[src/rtl/fetch_unit_pkg.sv]
`default_nettype none
// fetch_unit_pkg: access-size encodings, burst length helper and fetch FSM states.
package fetch_unit_pkg;

  localparam logic [1:0] SIZE_1W  = 2'b00;
  localparam logic [1:0] SIZE_4W  = 2'b01;
  localparam logic [1:0] SIZE_8W  = 2'b10;
  localparam logic [1:0] SIZE_16W = 2'b11;

  typedef enum logic [1:0] {
    ST_IDLE  = 2'd0,
    ST_REQ   = 2'd1,
    ST_RECV  = 2'd2,
    ST_DRAIN = 2'd3
  } state_t;

  function automatic logic [4:0] burst_words(input logic [1:0] size);
    case (size)
      SIZE_1W: burst_words = 5'd1;
      SIZE_4W: burst_words = 5'd4;
      SIZE_8W: burst_words = 5'd8;
      default: burst_words = 5'd16;
    endcase
  endfunction

endpackage
`default_nettype wire

[src/rtl/fetch_unit_insn.sv]
`default_nettype none
// insn_fifo: circular buffer of {pc, word} entries; flush empties it and overrides push/pop.
module insn_fifo #(
  parameter int DEPTH = 16
) (
  input  logic                   clock,
  input  logic                   reset,
  input  logic                   push,
  input  logic [31:0]            push_pc,
  input  logic [31:0]            push_word,
  input  logic                   pop,
  input  logic                   flush,
  output logic [31:0]            head_pc,
  output logic [31:0]            head_word,
  output logic [$clog2(DEPTH):0] count,
  output logic                   empty
);

  localparam int AW = $clog2(DEPTH);
  localparam logic [AW:0] PTR_ONE = {{AW{1'b0}}, 1'b1};

  logic [AW:0]  wr_ptr;
  logic [AW:0]  rd_ptr;
  logic [31:0]  pc_mem   [DEPTH];
  logic [31:0]  word_mem [DEPTH];

  always_ff @(posedge clock or posedge reset) begin
    if (reset) begin
      wr_ptr <= '0;
      rd_ptr <= '0;
    end else if (flush) begin
      wr_ptr <= '0;
      rd_ptr <= '0;
    end else begin
      if (push)
        wr_ptr <= wr_ptr + PTR_ONE;
      if (pop && !empty)
        rd_ptr <= rd_ptr + PTR_ONE;
    end
  end

  // Storage carries no reset; validity is tracked purely by the pointers.
  always_ff @(posedge clock) begin
    if (push && !flush) begin
      pc_mem[wr_ptr[AW-1:0]]   <= push_pc;
      word_mem[wr_ptr[AW-1:0]] <= push_word;
    end
  end

  assign count     = wr_ptr - rd_ptr;
  assign empty     = (wr_ptr == rd_ptr);
  assign head_pc   = pc_mem[rd_ptr[AW-1:0]];
  assign head_word = word_mem[rd_ptr[AW-1:0]];

endmodule
`default_nettype wire

[src/rtl/fetch_unit.sv]
`default_nettype none
// fetch_unit: burst instruction prefetcher feeding a FIFO, with redirect and in-flight drain.
module fetch_unit
  import fetch_unit_pkg::*;
#(
  parameter int BUF_DEPTH = 16
) (
  input  logic        clock,
  input  logic        reset,
  input  logic        run,
  input  logic        redirect,
  input  logic [31:0] redirect_pc,
  input  logic [1:0]  burst_size,
  output logic [31:0] mem_address,
  output logic [31:0] mem_data_in,
  output logic [1:0]  mem_access_size,
  output logic        mem_rw,
  output logic        mem_enable,
  input  logic        mem_busy,
  input  logic [31:0] mem_data_out,
  output logic [31:0] insn,
  output logic [31:0] insn_pc,
  output logic        insn_valid,
  input  logic        insn_ready,
  output logic        fetch_busy
);

  localparam int CW = $clog2(BUF_DEPTH) + 1;

  state_t        state;
  state_t        state_next;
  logic [31:0]   fetch_pc;
  logic [31:0]   recv_pc;
  logic [4:0]    word_cnt;
  logic [4:0]    n_words;
  logic          last_word;
  logic          room;
  logic          req_fire;
  logic          push;
  logic          pop;
  logic [CW-1:0] fifo_count;
  logic          fifo_empty;
  logic [31:0]   head_pc;
  logic [31:0]   head_word;

  assign n_words   = burst_words(burst_size);
  assign last_word = (word_cnt == 5'd1);
  assign room      = (CW'(BUF_DEPTH) - fifo_count) >= CW'(n_words);

  always_comb begin
    state_next = state;
    req_fire   = 1'b0;
    push       = 1'b0;
    case (state)
      ST_IDLE: if (run) state_next = ST_REQ;
      ST_REQ: begin
        if (!run) begin
          state_next = ST_IDLE;
        end else if (!mem_busy && room) begin
          req_fire   = 1'b1;
          state_next = ST_RECV;
        end
      end
      ST_RECV: begin
        push = 1'b1;
        if (last_word) state_next = ST_REQ;
      end
      ST_DRAIN: if (last_word) state_next = run ? ST_REQ : ST_IDLE;
      default: state_next = ST_IDLE;
    endcase
    // A request issued alongside a redirect still returns words, so they must be drained.
    if (redirect) begin
      push = 1'b0;
      if (req_fire)
        state_next = ST_DRAIN;
      else if (state == ST_RECV)
        state_next = last_word ? ST_REQ : ST_DRAIN;
      else if (state != ST_DRAIN)
        state_next = ST_REQ;
    end
  end

  always_ff @(posedge clock or posedge reset) begin
    if (reset) begin
      state    <= ST_IDLE;
      fetch_pc <= '0;
      recv_pc  <= '0;
      word_cnt <= '0;
    end else begin
      state <= state_next;
      if (req_fire) begin
        recv_pc  <= fetch_pc;
        word_cnt <= n_words;
      end else if (state == ST_RECV || state == ST_DRAIN) begin
        recv_pc  <= recv_pc + 32'd4;
        word_cnt <= word_cnt - 5'd1;
      end
      if (redirect)
        fetch_pc <= redirect_pc & ~32'd3;
      else if (state == ST_RECV && last_word)
        fetch_pc <= recv_pc + 32'd4;
    end
  end

  assign pop = insn_valid & insn_ready & ~redirect;

  insn_fifo #(
    .DEPTH(BUF_DEPTH)
  ) u_insn_fifo (
    .clock    (clock),
    .reset    (reset),
    .push     (push),
    .push_pc  (recv_pc),
    .push_word(mem_data_out),
    .pop      (pop),
    .flush    (redirect),
    .head_pc  (head_pc),
    .head_word(head_word),
    .count    (fifo_count),
    .empty    (fifo_empty)
  );

  assign mem_enable      = req_fire;
  assign mem_address     = req_fire ? fetch_pc : 32'd0;
  assign mem_access_size = req_fire ? burst_size : 2'b00;
  assign mem_rw          = 1'b0;
  assign mem_data_in     = 32'd0;
  assign insn_valid      = ~fifo_empty;
  assign insn            = insn_valid ? head_word : 32'd0;
  assign insn_pc         = insn_valid ? head_pc : 32'd0;
  assign fetch_busy      = (state != ST_IDLE);

endmodule
`default_nettype wire

[config.mk]
export PLATFORM = sky130hd
export DESIGN_NAME = fetch_unit
export DESIGN_NICKNAME = d
export VERILOG_FILES = /design/src/rtl/fetch_unit_pkg.sv /design/src/rtl/fetch_unit_insn.sv /design/src/rtl/fetch_unit.sv
export SDC_FILE = /design/constraint.sdc
export NUM_CORES = 1
export LEC_CHECK = 0
export ABC_AREA = 0
export BUFFER_PORTS_ARGS = -buffer_cell sky130_fd_sc_hd__buf_2
export CORE_MARGIN = 1.5
export CORE_UTILIZATION = 61
export DETAILED_ROUTE_END_ITERATION = 6
export HOLD_SLACK_MARGIN = 0.12
export PLACE_DENSITY = 0.79
export SLEW_MARGIN = 20
export SYNTH_ARGS = -nofsm -noshare
export SYNTH_HDL_FRONTEND = slang
export SYNTH_HIERARCHICAL = 1
export SYNTH_SLANG_ARGS = --single-unit
[constraint.sdc]
create_clock -name clock -period 9.3 [get_ports clock]
set_input_delay 0.93 -clock clock [delete_from_list [all_inputs] [get_ports clock]]
set_output_delay 0.93 -clock clock [all_outputs]
set_load 0.01 [all_outputs]
# Word level (Yosys, flattened, before mapping)
# Memory sizes are Yosys's and may differ from the RTL's.
# Cells that the tools add are included.
word_totals:
  regBits: 81
  ram_bits: 1024
  inputBits: 72
  out_inout_bits: 134
  word_cells: 76
  n_memories: 2
op_classes:
  add_sub_neg: 6
  n_lt_le_gt_ge: 1
  eq_ne: 8
  n_mux: 34
  bitwise: 4
  n_reduce_logical: 15
memory_table:
  columns: ["name", "depth", "word_bits", "read_ports", "rd_ports_with_merged_regs", "wr", "line_no", "text"]
  rows:
  - ["u_insn_fifo.pc_mem", 16, 32, 1, 0, 1, "fetch_unit_insn.sv:24", "logic [31:0] pc_mem [DEPTH];"]
  - ["u_insn_fifo.word_mem", 16, 32, 1, 0, 1, "fetch_unit_insn.sv:25", "logic [31:0] word_mem [DEPTH];"]
op_table:
  columns: ["operator", "n"]
  rows:
  - ["2-to-1 mux 32 bit", 7]
  - ["adder 32 x 3 -> 32 bit (second input constant)", 1]
  - ["2-to-1 mux 5 bit", 6]
  - ["2-to-1 mux 2 bit", 11]
  - ["one-hot mux 5 bit (3 select lines)", 1]
  - ["adder 5 x 1 -> 5 bit (second input constant)", 2]
  - ["nonzero test 2 bit", 5]
  - ["2-to-1 mux 1 bit", 8]
  - ["one-hot mux 2 bit (4 select lines)", 1]
  - ["== test 2 bit (second input constant)", 3]
  - ["== test 5 x 1 -> 1 bit (second input constant)", 1]
  - ["== test 5 bit", 1]
  - [">= comparator 5 bit", 1]
  - ["subtractor 5 x 1 -> 5 bit (second input constant)", 1]
  - ["subtractor 5 bit", 1]
  - ["subtractor 5 bit (first input constant)", 1]
  - ["== test 2 x 1 -> 1 bit (second input constant)", 2]
  - ["logical AND 1 bit", 4]
  - ["zero test 2 bit", 2]
  - ["zero test 1 bit", 3]
  - ["bitwise AND 1 bit", 2]
  - ["inequality test 2 bit (second input constant)", 1]
  - ["NOT 1 bit", 2]
  - ["logical OR 1 bit", 1]

# Logic depth before layout (Yosys ltp)
logic_depth:
  ltp_word: 11
  mapped_depth: 18
  depth_no_buf: 15

# Cells and area by module
# The synthesis kept the hierarchy.
modules_own_cells:
  columns: ["module", "instances", "cells_per_inst", "area_each_um2", "seq_area_each_um2"]
  rows:
  - ["insn_fifo", 1, 1796, 39897.0, 30999.7]
  - ["fetch_unit", 1, 612, 5252.5, 1776.7]

# Least setup slack after synthesis
# Ideal clock, no wire load.
synth_path:
  path_type: "input-to-reg"
  from: "input redirect"
  to: "memory u_insn_fifo.pc_mem[0][0], enable pin"
  setup_ps: 565
  arrival_time_ps: 6337
  required_time_ps: 8735
  path_slack_ps: 2399
  cell_stages: 6
  path_buffers: 2
  cell_sequence: "clkbuf_1 > clkbuf_1 > nor2b_1 > nor2b_1 > nand2_1 > nor3_1"
synth_via:
  elab_chain_len: 4
  word_cells_on_any_way: 5
  cone_classes: "mux (3); reduce/logical (2)"
synth_lines:
  columns: ["element", "line_no", "text"]
  rows:
  - ["from (decl)", "fetch_unit.sv:11", "input logic redirect,"]
  - ["2-to-1 mux 1 bit", "fetch_unit.sv:72", "if (redirect) begin"]
  - ["net push", "fetch_unit.sv:39", "logic push;"]
  - ["logical AND 1 bit", "fetch_unit_insn.sv:44", "if (push && !flush) begin"]
  - ["2-to-1 mux 1 bit", "fetch_unit_insn.sv:44", null]
  - ["2-to-1 mux 1 bit (not written as such)", "fetch_unit_insn.sv:45", "pc_mem[wr_ptr[AW-1:0]] <= push_pc;"]
  - ["to (decl)", "fetch_unit_insn.sv:24", null]
# The timed path passes the listed nets, and every way through them passes these cells.

# Final worst setup path
layout_path:
  from: "register u_insn_fifo.rd_ptr[0]"
  to: "output mem_address[2]"
layout_via:
  elab_chain_len: 8
layout_lines:
  columns: ["element", "line_no", "text"]
  rows:
  - ["from (decl)", "fetch_unit_insn.sv:23", "logic [AW:0] rd_ptr;"]
  - ["from (signal assigned)", "fetch_unit_insn.sv:38", "rd_ptr <= rd_ptr + PTR_ONE;"]
  - ["subtractor 5 bit", "fetch_unit_insn.sv:50", "assign count = wr_ptr - rd_ptr;"]
  - ["net fifo_count[4]", "fetch_unit.sv:41", "logic [CW-1:0] fifo_count;"]
  - ["subtractor 5 bit", "fetch_unit.sv:48", "assign room = (CW'(BUF_DEPTH) - fifo_count) >= CW'(n_words);"]
  - [">= comparator 5 bit", "fetch_unit.sv:48", null]
  - ["logical AND 1 bit", "fetch_unit.sv:59", "end else if (!mem_busy && room) begin"]
  - ["2-to-1 mux 1 bit", "fetch_unit.sv:59", null]
  - ["2-to-1 mux 1 bit", "fetch_unit.sv:57", "if (!run) begin"]
  - ["2-to-1 mux 1 bit", "fetch_unit.sv:54", "case (state)"]
  - ["2-to-1 mux 32 bit", "fetch_unit.sv:124", "assign mem_address = req_fire ? fetch_pc : 32'd0;"]
  - ["to (decl)", "fetch_unit.sv:14", "output logic [31:0] mem_address,"]
# The timed path passes the listed nets, and every way through them passes these cells.

==> flow_summary.rst <==
.. list-table::
   :header-rows: 1

   * - Metric
     - Value
   * - Outcome
     - complete, but fails checks
   * - Violations in the final reports
     - DRC
   * - Setup slack of the most critical reg-to-reg path
     - 4560 ps
   * - Horizontal extent of the die
     - 275 um
   * - Leakage
     - about 17 nW
   * - Shortest clock period the worst path allows after layout
     - 6870 ps
   * - Number of clock sinks
     - 1105
   * - Number of instances in the synthesized netlist
     - 2408
   * - Core area
     - 73100 um2
   * - Type of element launching the critical path
     - flip-flop
   * - Cts bufs inserted
     - between 100 and 150
   * - Share of total power in sequential cells
     - 0.552
   * - Clock group share of total power
     - 0.384
   * - Cell area after synthesis
     - 45100 um2
   * - Least setup slack across all paths after layout
     - 2430 ps
   * - Count of different cell masters after synthesis
     - a little under 70
   * - Floorplan row count
     - 99
   * - Worst setup path start
     - u_insn_fifo/rd_ptr[0]
   * - End point of the critical path
     - mem_address[2]
   * - Internal power component
     - between 8 and 9 mW
   * - Count of H-tree levels built during CTS
     - 3
   * - FF/Latch Area
     - between 30000 and 40000 um2
   * - Synth Flop Type
     - sky130_fd_sc_hd__edfxtp_1
   * - Die span in y
     - 275 um
   * - Switching Share
     - 0.234
   * - Maxcap violations
     - 0
   * - Maximum net fanout on the critical path
     - 49
   * - DR iter-0 viols
     - 2946
   * - Required time reported for the critical path endpoint
     - 8370 ps
   * - Die area
     - between 70000 and 80000 um2
   * - Via count of the first global-routing pass
     - about 25000
   * - Count of yosys warnings during synthesis
     - 6
   * - Tightest Pin Transition
     - 1210 ps
   * - Arrival time worst endpoint
     - 5940 ps
   * - Final-layout worst hold slack
     - 304 ps
   * - Layout cell share with drive strength beyond 1
     - 0.213
   * - Part of the power in combinational logic
     - 0.064
   * - Worst path cell trace
     - ha_1 -> inv_1 -> fa_1 -> a21o_1 -> a21oi_1 -> xor2_1 -> xnor2_1 -> ha_1 -> o211ai_1 -> o21ai_1 -> nand3b_1 -> inv_1 -> and2_1 -> buf_2
   * - Crit path kind
     - flip-flop to output pin
   * - Routed length per instance
     - 28.9 um
   * - Overall overflow remaining after global route
     - 0
   * - Max stage delay cell, worst path
     - sky130_fd_sc_hd__dfrtp_4
   * - Worst setup slack before clock tree synthesis
     - approximately 3200 ps
   * - Final routed DRC violation total
     - 17
   * - Final worst clock skew
     - around 21 ps
   * - Sort of element at the end of the critical path
     - output pin
   * - Sum of routed wire length over all layers
     - 105000 um
   * - Post-DP HPWL
     - about 53000 um
   * - Cell area after layout
     - around 50000 um2
   * - Portion of the post-synthesis area used by sequential elements
     - 0.726
   * - Routed vias/inst
     - around 6.7
   * - Slew Viols, Final
     - 0
   * - Number of register bits inferred by synthesis
     - 1105
   * - Clock tree from TritonCTS
     - built
   * - IO Pins
     - a little over 200
   * - Headroom to the max-slew limit
     - 0.193
   * - Number of post-CTS setup repair buffers
     - 0
   * - Setup repair after global routing missed its margin
     - false
   * - Net switching power of the design
     - 2.63 mW
   * - Area after detailed placement
     - 46800 um2
   * - Number of enable flip-flop cells after synthesis
     - 1024
   * - Leading cell types in the layout, fill and taps excluded
     - sky130_fd_sc_hd__edfxtp_1 (1024), sky130_fd_sc_hd__mux2i_1 (235), sky130_fd_sc_hd__buf_2 (170), sky130_fd_sc_hd__mux4_2 (156), sky130_fd_sc_hd__clkbuf_16 (108)
   * - Category of cells accounting for the largest share of critical-path delay
     - flip-flops
   * - Final-layout setup total negative slack
     - 0 ps
   * - Count of input and output buffers
     - between 150 and 200
   * - Maximum clock frequency
     - 146 MHz
   * - Synthesis-to-finish area growth
     - 11.5%
   * - Worst-Skew Late Latency
     - 680 ps
   * - Share of synthesized flip-flops with an asynchronous set or reset
     - 0.0733
   * - Total of endpoints with negative setup slack in the final report
     - 0
   * - Post_cts resized
     - 0
   * - Start of the worst register-to-register path
     - u_insn_fifo/rd_ptr[0]
   * - Initial Util
     - 0.618
   * - Post-layout nets
     - around 2700
   * - Vias after detailed routing
     - 24300
   * - Router iterations before antenna repair
     - 7
   * - Gr usage total
     - 0.280
   * - Global-route wire length before repair
     - 155000 um
   * - Class of the worst hold path
     - primary input to async pin
   * - Portion of synthesized cell area occupied by the leading cell type
     - 0.681
   * - Yosys top cell by area
     - sky130_fd_sc_hd__edfxtp_1
   * - Antenna violations before repair
     - 4
   * - Number of cells on the worst reg-to-reg path
     - 12
   * - Max Buffers Root-to-Sink
     - 3
   * - Peak per-stage delay on the critical path
     - 1140 ps
   * - Tot Pwr
     - 11.2 mW
   * - DRT antenna net count
     - 0
   * - Final hold violation count
     - 0
   * - Fill cells
     - 4430
   * - Critical path depth
     - 14
   * - Clock input transition at the sequential cells of the worst setup and hold paths
     - 70 ps
   * - Final weighted congestion in routability-driven placement
     - 0.878
   * - Largest net degree at the start of global routing
     - 151
   * - Leading cell type in the layout, fill and taps excluded
     - sky130_fd_sc_hd__edfxtp_1
   * - End of the worst register-to-register path
     - recv_pc[6]
   * - P per Cell Area
     - 223 nW/um2
   * - Worst vdd rail ir drop
     - approximately 0.00019 V
   * - Root buffer cell
     - sky130_fd_sc_hd__clkbuf_16
   * - Final Cycle Share
     - 0.739
   * - CTS hold repair buffers
     - 0
   * - Area used by multi-input combinational logic
     - 11500 um2
   * - Most area-consuming cells after synthesis
     - sky130_fd_sc_hd__edfxtp_1 (68%), sky130_fd_sc_hd__mux4_2 (7.8%), sky130_fd_sc_hd__mux2i_1 (5.2%), sky130_fd_sc_hd__dfrtp_1 (4.5%), sky130_fd_sc_hd__mux4_1 (2.1%)
   * - Number of buffer and inverter stages on the critical path
     - 3
   * - Synthesized area divided by synthesized cell count
     - 18.7 um2
-- worst min-delay path by stage --
stage               cells past startpoint  startpoint                     to  slack, ps
finish                                  2       reset  u_insn_fifo/wr_ptr[4]        300
floorplan                               1    state[0]               state[0]        450
global placement                        1    state[0]               state[0]        480
CTS                                     2       reset  u_insn_fifo/wr_ptr[3]        280
detailed placement                      1    state[0]               state[0]        510
global route                            2       reset  u_insn_fifo/rd_ptr[2]        320
-- power by group through the flow --
stage	Clock, mW	Combinational [mW]	Sequential [mW]
2_1_floorplan	0	0.515	6.12
6_report	4.31	0.720	6.20
3_5_place_dp	0	0.703	6.29
4_1_cts	4.34	0.712	6.19
5_1_grt	4.54	0.788	6.24
3_3_place_gp	0	0.675	6.25
-- metrics by stage --
stage,std cells,util
3_5_place_dp,3435,0.640
4_1_cts,3629,0.688
2_1_floorplan,2440,-
6_report,3635,0.689
5_1_grt,3633,0.688
3_3_place_gp,3435,0.640
-- flip-flops by register name (all words and copies together) (netlist names) --
signal	cells
u_insn_fifo/word_mem	512
state	2
fetch_pc	32
u_insn_fifo/pc_mem	512
u_insn_fifo/rd_ptr	5
word_cnt	5
recv_pc	32
u_insn_fifo/wr_ptr	5
-- cell usage after synthesis (all sizes together) (4+ instances only) --
cell type  number
a21o            5
a21oi          35
a22oi          64
a32oi          64
and2           39
and3            4
and4            4
buf           113
clkbuf         65
dfrtp          81
edfxtp       1024
ha             17
inv            17
mux2i         235
mux4          192
nand2          52
nand2b          6
nand3          27
nand4          14
nand4b          5
nor2           45
nor2b          72
nor3           19
nor3b          12
nor4            8
o211ai          4
o21ai          94
o221a           7
o31ai           5
or3             4
or4             8
xnor2          18
xor2           18
-- logic make-up after synthesis --
family,Yosys count,share of synthesized area
AOI/OAI and AO/OA,296,0.0448
other,1,0.0000831
xor gates and xnor gates,36,0.00698
adders and majority gates,18,0.00515
buffers and inverters,196,0.0247
muxes,429,0.151
and+or+nand+nor,327,0.0409
DFF,1105,0.726
-- layout make-up --
type | count | area share
Tap cell | 959 | 0.0238
Sequential cell | 1105 | 0.652
Antenna cell | 3 | 0.000149
Clock buffer | 132 | 0.0561
Inverter | 18 | 0.00139
Clock inverter | 62 | 0.0132
Timing Repair Buffer | 217 | 0.0250
Multi-Input combinational cell | 1139 | 0.229
-- routing by layer --
layer  GRT usage  share of wire  up-vias
met5           0        0.00012        -
met3      0.0476          0.092      179
met2       0.464           0.50     1468
met4      0.0858          0.024        2
li1            -              -    10100
met1       0.388           0.38    12600
(Power assumes the default switching activity.)
